**config.mk**
```make
export PLATFORM = sky130hd
export DESIGN_NAME = pool_lay1
export DESIGN_NICKNAME = d
export VERILOG_FILES = /design/src/rtl/cnn_pkg.sv /design/src/rtl/pool_cmp2.sv /design/src/rtl/pool_lay1.sv
export SDC_FILE = /design/constraint.sdc
export NUM_CORES = 2
export LEC_CHECK = 0
export CAP_MARGIN = 20
export CORE_AREA = 2 2 269 271
export DETAILED_ROUTE_END_ITERATION = 10
export DIE_AREA = 0 0 271 273
export GPL_TIMING_DRIVEN = 0
export PLACE_DENSITY_LB_ADDON = 0.25
export RECOVER_POWER = 100
export SYNTH_ARGS = -nofsm -noshare
export SYNTH_HDL_FRONTEND = slang
export SYNTH_HIERARCHICAL = 1
export SYNTH_SLANG_ARGS = --single-unit
```
**constraint.sdc**
```tcl
create_clock -name clk -period 5.54 [get_ports clk]
set_input_delay 1.108 -clock clk [delete_from_list [all_inputs] [get_ports clk]]
set_output_delay 1.108 -clock clk [all_outputs]
set_load 0.03 [all_outputs]
```
**src/rtl/cnn_pkg.sv**
```systemverilog
// Shared CNN datapath constants and types, used by the conv and pool layers.
// POOL_AVG_EN selects average pooling instead of max pooling; it changes the
// accumulator growth of each pool_cmp2 stage.
package cnn_pkg;

    localparam int DW    = 16;              // pixel width, signed fixed point
    localparam int FRAC  = 10;              // fractional bits of a pixel
    localparam int COLS  = 28;              // input pixels per row
    localparam int ROWS  = 28;              // input rows per frame
    localparam int ROW_W = $clog2(ROWS);    // row / line index width

    typedef logic signed [DW-1:0] pix_t;

`ifdef POOL_AVG_EN
    // Each pairwise reduce is an add, so every stage grows by one bit.
    localparam int ACC_GROW = 1;
`else
    // Each pairwise reduce is a max, so width is preserved.
    localparam int ACC_GROW = 0;
`endif

endpackage

```
**src/rtl/pool_cmp2.sv**
```systemverilog
// Two-input signed reduce used for both horizontal and vertical pooling.
// Max of the two operands by default; under POOL_AVG_EN a widening sum.
module pool_cmp2
    import cnn_pkg::*;
#(
    parameter int IW = cnn_pkg::DW
) (
    input  logic signed [IW-1:0]          i_a,
    input  logic signed [IW-1:0]          i_b,
    output logic signed [IW+ACC_GROW-1:0] o_y
);

    // Reduce the operand pair.
    always_comb begin
`ifdef POOL_AVG_EN
        o_y = {i_a[IW-1], i_a} + {i_b[IW-1], i_b};
`else
        o_y = (i_a > i_b) ? i_a : i_b;
`endif
    end

endmodule

```
**src/rtl/pool_lay1.sv**
```systemverilog
// 2x2 stride-2 pooling after conv layer 1: one 28-pixel row in per strobe,
// one 14-pixel pooled row out per pair of input rows.
// Define POOL_AVG_EN for average pooling; max pooling otherwise.
module pool_lay1
    import cnn_pkg::*;
#(
    parameter int COLS = cnn_pkg::COLS,
    parameter int ROWS = cnn_pkg::ROWS,
    parameter int DW   = cnn_pkg::DW
) (
    input  logic                     clk,
    input  logic                     rst,
    input  logic                     in_valid,
    input  logic [COLS*DW-1:0]       in_data,
    input  logic                     frame_start,
    output logic                     out_valid,
    output logic [(COLS/2)*DW-1:0]   out_data,
    output logic [ROW_W-1:0]         out_row,
    output logic                     frame_done
);

    localparam int HC = COLS / 2;           // pooled pixels per row
    localparam int HW = DW + ACC_GROW;      // horizontal reduce width
    localparam int VW = HW + ACC_GROW;      // vertical reduce width

    logic signed [HW-1:0]    w_h [HC];
    logic signed [VW-1:0]    w_v [HC];
    logic [HC*DW-1:0]        w_pool;
    logic                    w_last;

    logic [HC-1:0][HW-1:0]   r_buf;
    logic [ROW_W-1:0]        r_cnt;
    logic                    r_out_valid;
    logic [HC*DW-1:0]        r_out_data;
    logic [ROW_W-1:0]        r_out_row;
    logic                    r_frame_done;

    for (genvar j = 0; j < HC; j++) begin : g_col
        pool_cmp2 #(.IW(DW)) u_h (
            .i_a (in_data[(2*j)*DW +: DW]),
            .i_b (in_data[(2*j+1)*DW +: DW]),
            .o_y (w_h[j])
        );

        pool_cmp2 #(.IW(HW)) u_v (
            .i_a (r_buf[j]),
            .i_b (w_h[j]),
            .o_y (w_v[j])
        );

`ifdef POOL_AVG_EN
        // Divide the 4-pixel sum by 4 (floor) and keep the low DW bits.
        assign w_pool[j*DW +: DW] = w_v[j][DW+1:2];
`else
        assign w_pool[j*DW +: DW] = w_v[j];
`endif
    end

    assign w_last = (r_cnt == ROW_W'(ROWS - 1));

    // Row sequencing: buffer even rows, emit the pooled result on odd rows.
    always_ff @(posedge clk or negedge rst) begin
        if (!rst) begin
            r_buf        <= '0;
            r_cnt        <= '0;
            r_out_valid  <= 1'b0;
            r_out_data   <= '0;
            r_out_row    <= '0;
            r_frame_done <= 1'b0;
        end else if (!in_valid) begin
            r_out_valid  <= 1'b0;
            r_frame_done <= 1'b0;
        end else if (frame_start || !r_cnt[0]) begin
            // frame_start forces this row to be row 0, dropping any pending row.
            for (int unsigned j = 0; j < HC; j++) begin
                r_buf[j] <= w_h[j];
            end
            r_cnt        <= frame_start ? ROW_W'(1) : r_cnt + 1'b1;
            r_out_valid  <= 1'b0;
            r_frame_done <= 1'b0;
        end else begin
            r_out_data   <= w_pool;
            r_out_valid  <= 1'b1;
            r_out_row    <= r_cnt >> 1;
            r_frame_done <= w_last;
            r_cnt        <= w_last ? '0 : r_cnt + 1'b1;
        end
    end

    assign out_valid  = r_out_valid;
    assign out_data   = r_out_data;
    assign out_row    = r_out_row;
    assign frame_done = r_frame_done;

endmodule

```
=== Word-level counts from Yosys, hierarchy flattened ===
Index checks and enable logic that the tools add are counted.
W data, S select, Z words.

* Bits of input ports: 452
* Output and inout port bits: 231
* Word-level logic and storage cells: 89
* Register bits after elaboration: 459

* Equal/unequal tests: 1
* Reduce and logical (&&, ||, !) cells: 4
* $add $sub $neg: 1
* Bitwise logic cells: 1
* Magnitude comparators: 28
* Mux-type cells: 35

{| class="wikitable"
|+ Operator list
! cell !! count
|-
| $gt A16 B16 Y1 || 28
|-
| $mux W16 || 28
|-
| $mux W5 || 3
|-
| $add A5 B1 Y5 const B || 1
|-
| $eq A5 B5 Y1 const B || 1
|-
| $mux W1 || 4
|-
| $reduce_and A2 Y1 || 2
|-
| $logic_not A1 Y1 || 1
|-
| $logic_or A1 B1 Y1 || 1
|-
| $not A1 Y1 || 1
|}

=== Logic depth before layout (Yosys ltp) ===
* Word-level depth: 4
* Gate-level depth with buffers: 19
* Depth with buffers taken out: 17

=== By module ===
The synthesis kept the hierarchy.

{| class="wikitable"
|+ Modules (own cells, without submodules)
! module !! times used !! sequential area each (sq um) !! cells an instance !! area each (sq um)
|-
| pool_cmp2 at g_col[0].u_h ... || 27 || 0.0 || 78 || 686.9
|-
| pool_lay1 || 1 || 11486.0 || 986 || 17078.9
|-
| pool_cmp2 at g_col[1].u_h || 1 || 0.0 || 76 || 708.2
|}

=== Worst setup path before layout ===
Ideal clock, no wire load.

* Path kind: input to register
* From: input port in_data[27]
* To: register r_out_data[10] (netlist: out_data[10])
* Required time: 5415 ps
* Cell stages on the path: 19
* Arrival: 5950 ps
* Slack: -535 ps
* Setup time: 125 ps
* Path buffers: 2
* Cell sequence: inv_1 > ha_1 > nand2_1 > or4_4 > or4_4 > nand3_2 > mux2i_4 > buf_12 > mux2_4 > inv_1 > ha_1 > nand2_1 > or4_4 > or4_4 > nand3_2 > mux2i_4 > buf_12 > mux2_4 > mux2_2

{| class="wikitable"
|+ RTL lines
! element !! RTL line !! source
|-
| start: declaration || pool_lay1.sv:14 || <nowiki>input logic [COLS*DW-1:0] in_data,</nowiki>
|-
| end signal: assignment || pool_lay1.sv:82 || <nowiki>r_out_data <= w_pool;</nowiki>
|-
| end: declaration || pool_lay1.sv:34 || <nowiki>logic [HC*DW-1:0] r_out_data;</nowiki>
|}

==> metrics.md <==
| Metric | Value |
|---|---|
| Leakage power summed over all cells | between 20 and 30 nW |
| Hold-fix buffers at CTS | 0 |
| Launching element of the worst setup path | in_data[123] |
| Part of the power in registers | 0.257 |
| Slowest-stage cell, CP | sky130_fd_sc_hd__or4_4 |
| Commonest register cell after synthesis | sky130_fd_sc_hd__dfrtp_1 |
| Unrepaired setup endpoints after global routing | true |
| Clk root buf | sky130_fd_sc_hd__clkbuf_16 |
| Count of max-cap constraint violations | 3 |
| Post-DR wirelength/cell | 21.7 um |
| Cell depth of the worst setup path | 20 |
| Global-route wire length before repair | ~160000 um |
| Number of nets at the end of the flow | 5054 |
| Worst relative slew slack | -0.883 |
| Clk pwr share | 0.167 |
| Proportion of netlist area held by the largest area contributor | 0.316 |
| Critical path capture point type | flop |
| Deepest clock path buffer count | 3 |
| Number of register bits inferred by synthesis | 459 |
| Ratio of cells with drive above 1 in the final layout | 0.491 |
| Peak clock frequency supported by timing | 175 MHz |
| Asr flop ratio synth | 1.00 |
| Final Skew | 0.0170 ns |
| Count of warnings emitted by yosys | 6 |
| Number of rows in the core area | 98 |
| Total power density per cell area | a little over 400 mW/mm^2 |
| DP Worst Slack | -1.65 ns |
| Worst R2R Setup Slack | 2.23 ns |
| Initial core utilization | 0.512 |
| Switching part of the total | 0.387 |
| Highest ir drop seen on vdd | 0.000327 V |
| Mean instance size in the synthesized netlist | approximately 11 sq um |
| Internal Power | 0.0131 W |
| Combinational share of power | 0.576 |
| Total GRT Usage | 0.279 |
| Netlist area before placement | 0.0363 sq mm |
| Outcome | finished, violations left |
| Post-synthesis net count | 4069 |
| Number of max-slew violations in the final report | 241 |
| Most common library cells after synthesis | sky130_fd_sc_hd__mux2_2 (515), sky130_fd_sc_hd__inv_1 (503), sky130_fd_sc_hd__dfrtp_1 (459) |
| Total global routing overflow | 0 |
| Total CTS buffers | 52 |
| Family of cells with the greatest summed delay on the critical path | simple AND/OR/NAND/NOR gates |
| Post-Route M1 WL | 43400 um |
| Sum of met3 wire segment lengths after detailed routing | around 6000 um |
| I/O Buffers | around 700 |
| Switching power of the nets | 0.00824 W |
| Worst Max-Slew Pin Slew | between 2 and 3 ns |
| Placed instance area | 0.0462 sq mm |
| Clk pin slew, worst setup/hold paths | 0.06 ns |
| Sink count of the clock tree | ~460 |
| Largest cells by area after synthesis | sky130_fd_sc_hd__dfrtp_1 (32%), sky130_fd_sc_hd__mux2_2 (16%), sky130_fd_sc_hd__ha_1 (15%) |
| Number of flops mapped to enable cells by yosys | 0 |
| H-tree levels | 2 |
| Period Utilization, post-route | 1.03 |
| Post-route cell area | 0.0529 sq mm |
| Final critical path time including I/O delays and setup | 5.71 ns |
| Worst reg-to-reg path cell count | 9 |
| Failing checks | max-capacitance violations, max-slew violations, negative setup slack |
| Number of standard cells after synthesis | 3168 |
| Most common cell in the synthesized netlist | sky130_fd_sc_hd__mux2_2 |
| Routed vias | 28500 |
| Number of search-and-repair iterations in the first detailed-routing pass | 5 |
| Setup crit start kind | input pin |
| Vertical die dimension | 273 um |
| Placeable core region | roughly 0.071 sq mm |
| Chip width | 271 um |
| Number of buffer and inverter instances along the worst setup path | 5 |
| Crit-path max cell delay | 0.55 ns |
| Class of the most critical setup path | in2reg |
| DPL Wire Length | 78500 um |
| Startpoint of the worst register-to-register path | r_buf[31] |
| DRC errors left | 0 |
| Number of DRC markers in iteration 0 | 1205 |
| Top-Level Pins | 683 |
| Area Overhead vs Synth | 45.6% |
| Required time of the critical path | 6.01 ns |
| Clock tree from TritonCTS | yes |
| Clock network latency to the later pin of the worst-skew pair | around 0.59 ns |
| Unique cell type count in the Yosys netlist | 44 |
| Hold violation total from the final report | 0 |
| Number of nets with antenna violations after detailed routing | 0 |
| Arrival time of data at the critical path endpoint | 6.19 ns |
| Worst Setup EP | out_data[56] |
| Biggest area consumer among synthesized cells | sky130_fd_sc_hd__dfrtp_1 |
| # setup viols final | 180 |
| Reg2reg end | out_data[23] |
| Min-Delay Path Class | reg2reg |
| CP dominant cell by count | sky130_fd_sc_hd__or4_4 |
| Top fanout value on the critical path | 8 |
| Post-synthesis sequential area ratio | 0.316 |
| Uppermost metal layer occupied by signal nets | met5 |
| Final wirelength | roughly 110000 um |
| Initial antenna violation count | 29 |
| Least setup slack across all paths after layout | -0.171 ns |
| GP Congestion | between 0.9 and 1 |
| Area of the die | 0.0740 sq mm |
| Vias in the first global route | 29800 |
| Detail Route met2 WL | 56800 um |
| Maximum number of pins on one net before global-route repair | 116 |
| Avg Vias per Cell | 5.53 |
| Final core utilization | 0.745 |
| Critical path, cell by cell | buf_8 > inv_4 > ha_4 > nand2_4 > or4_4 > or4_4 > nand3_4 > mux2i_4 > buf_12 > mux2_4 > inv_1 > ha_1 > nand2_1 > or4_4 > or4_4 > nand3_4 > mux2i_4 > buf_6 > mux2_4 > mux2_4 |
logic make-up (layout without fill, tap and decap cells):
logic type,after synthesis,count (layout),share of synthesized area
multiplexers,927,927,0.325
buffers and inverters,583,1606,0.0766
flip-flops,459,459,0.316
adder cells (fa/ha/maj),449,449,0.155
AND/OR/NAND/NOR,405,405,0.0698
AO/OA/AOI/OAI,344,344,0.0581
other,1,15,0.000103
registers in the layout (all words and copies together), names as in the netlist:
signal,count
out_row,4
frame_done,1
r_buf,224
out_valid,1
out_data,224
r_cnt,5
cell usage in the layout (no fill, tap or decap), types with 55 or more instances in the layout:
cell type and instances:
sky130_fd_sc_hd__a21oi_1 192, sky130_fd_sc_hd__buf_2 81, sky130_fd_sc_hd__buf_4 222, sky130_fd_sc_hd__buf_6 150
sky130_fd_sc_hd__clkdlybuf4s50_1 131, sky130_fd_sc_hd__dfrtp_1 459, sky130_fd_sc_hd__dlygate4sd3_1 231, sky130_fd_sc_hd__dlymetal6s2s_1 102
sky130_fd_sc_hd__ha_1 238, sky130_fd_sc_hd__ha_4 210, sky130_fd_sc_hd__inv_1 318, sky130_fd_sc_hd__inv_2 99
sky130_fd_sc_hd__inv_4 74, sky130_fd_sc_hd__mux2_1 108, sky130_fd_sc_hd__mux2_2 376, sky130_fd_sc_hd__mux2_4 416
sky130_fd_sc_hd__nand2_1 81, sky130_fd_sc_hd__nand2_2 55, sky130_fd_sc_hd__o21bai_1 55
timing repair:
action,CTS,global route
gates cloned,16,1
pin swaps,199,175
resized for setup,1327,464
setup buffers,197,58
setup endpoints to repair,224,224
stage by stage:
stage | cells | power, W | hold WS (ns) | TNS [ns]
after CTS | 5107 | 0.0213 | 0.505 | -8.98
after detailed placement | 4803 | 0.0161 | 0.492 | -307.64
after floorplan | 3168 | 0.0123 | 0.483 | -80.25
final | 5155 | 0.0213 | 0.496 | -14.77
after global routing | 5154 | 0.0224 | 0.508 | -35.30
after global placement | 4799 | 0.0159 | 0.486 | -8426.86
worst min path at each step:
stage	startpoint	slack (ns)	cells after the start	to
finish	out_data[4]	0.50	1	out_data[4]
detailed placement	out_data[200]	0.49	1	out_data[200]
global placement	out_data[107]	0.49	1	out_data[107]
CTS	out_data[22]	0.51	1	out_data[22]
global route	out_data[14]	0.51	1	out_data[14]
floorplan	r_buf[112]	0.48	1	r_buf[112]
power groups by stage:
stage | clock network, W | registers [W] | logic (W)
finish | 0.00355 | 0.00547 | 0.0123
global route | 0.00376 | 0.00563 | 0.0130
CTS | 0.00362 | 0.00544 | 0.0123
detailed placement | 0 | 0.00545 | 0.0107
global placement | 0 | 0.00542 | 0.0105
floorplan | 0 | 0.00699 | 0.00534
worst reg2reg max path, delay by kind of cell, from the launching register on:
family	cells	cell delay, ns
adder cells (fa/ha/maj)	1	0.36
buffers and inverters	1	0.23
flip-flops	1	0.40
multiplexers	3	0.94
AND/OR/NAND/NOR	4	1.26
per-layer routing:
metal	track usage	vias up
met4	0.121	24
met3	0.0587	329
li1	-	13300
met1	0.324	14100
met5	0	-
met2	0.497	799
cell type report:
| cell class | count | area [sq um] |
|---|---|---|
| Antenna cell | 14 | 35.0 |
| Inverter | 504 | 2240 |
| Multi-Input combinational cell | 2126 | 26000 |
| Fill cell | 4435 | 18100 |
| Clock buffer | 82 | 1600 |
| Clock inverter | 10 | 153 |
| Timing Repair Buffer | 937 | 9460 |
| Sequential cell | 459 | 11500 |
| Buffer | 73 | 767 |
| Tap cell | 950 | 1190 |
Note: power is estimated with default switching activity, not from simulation.
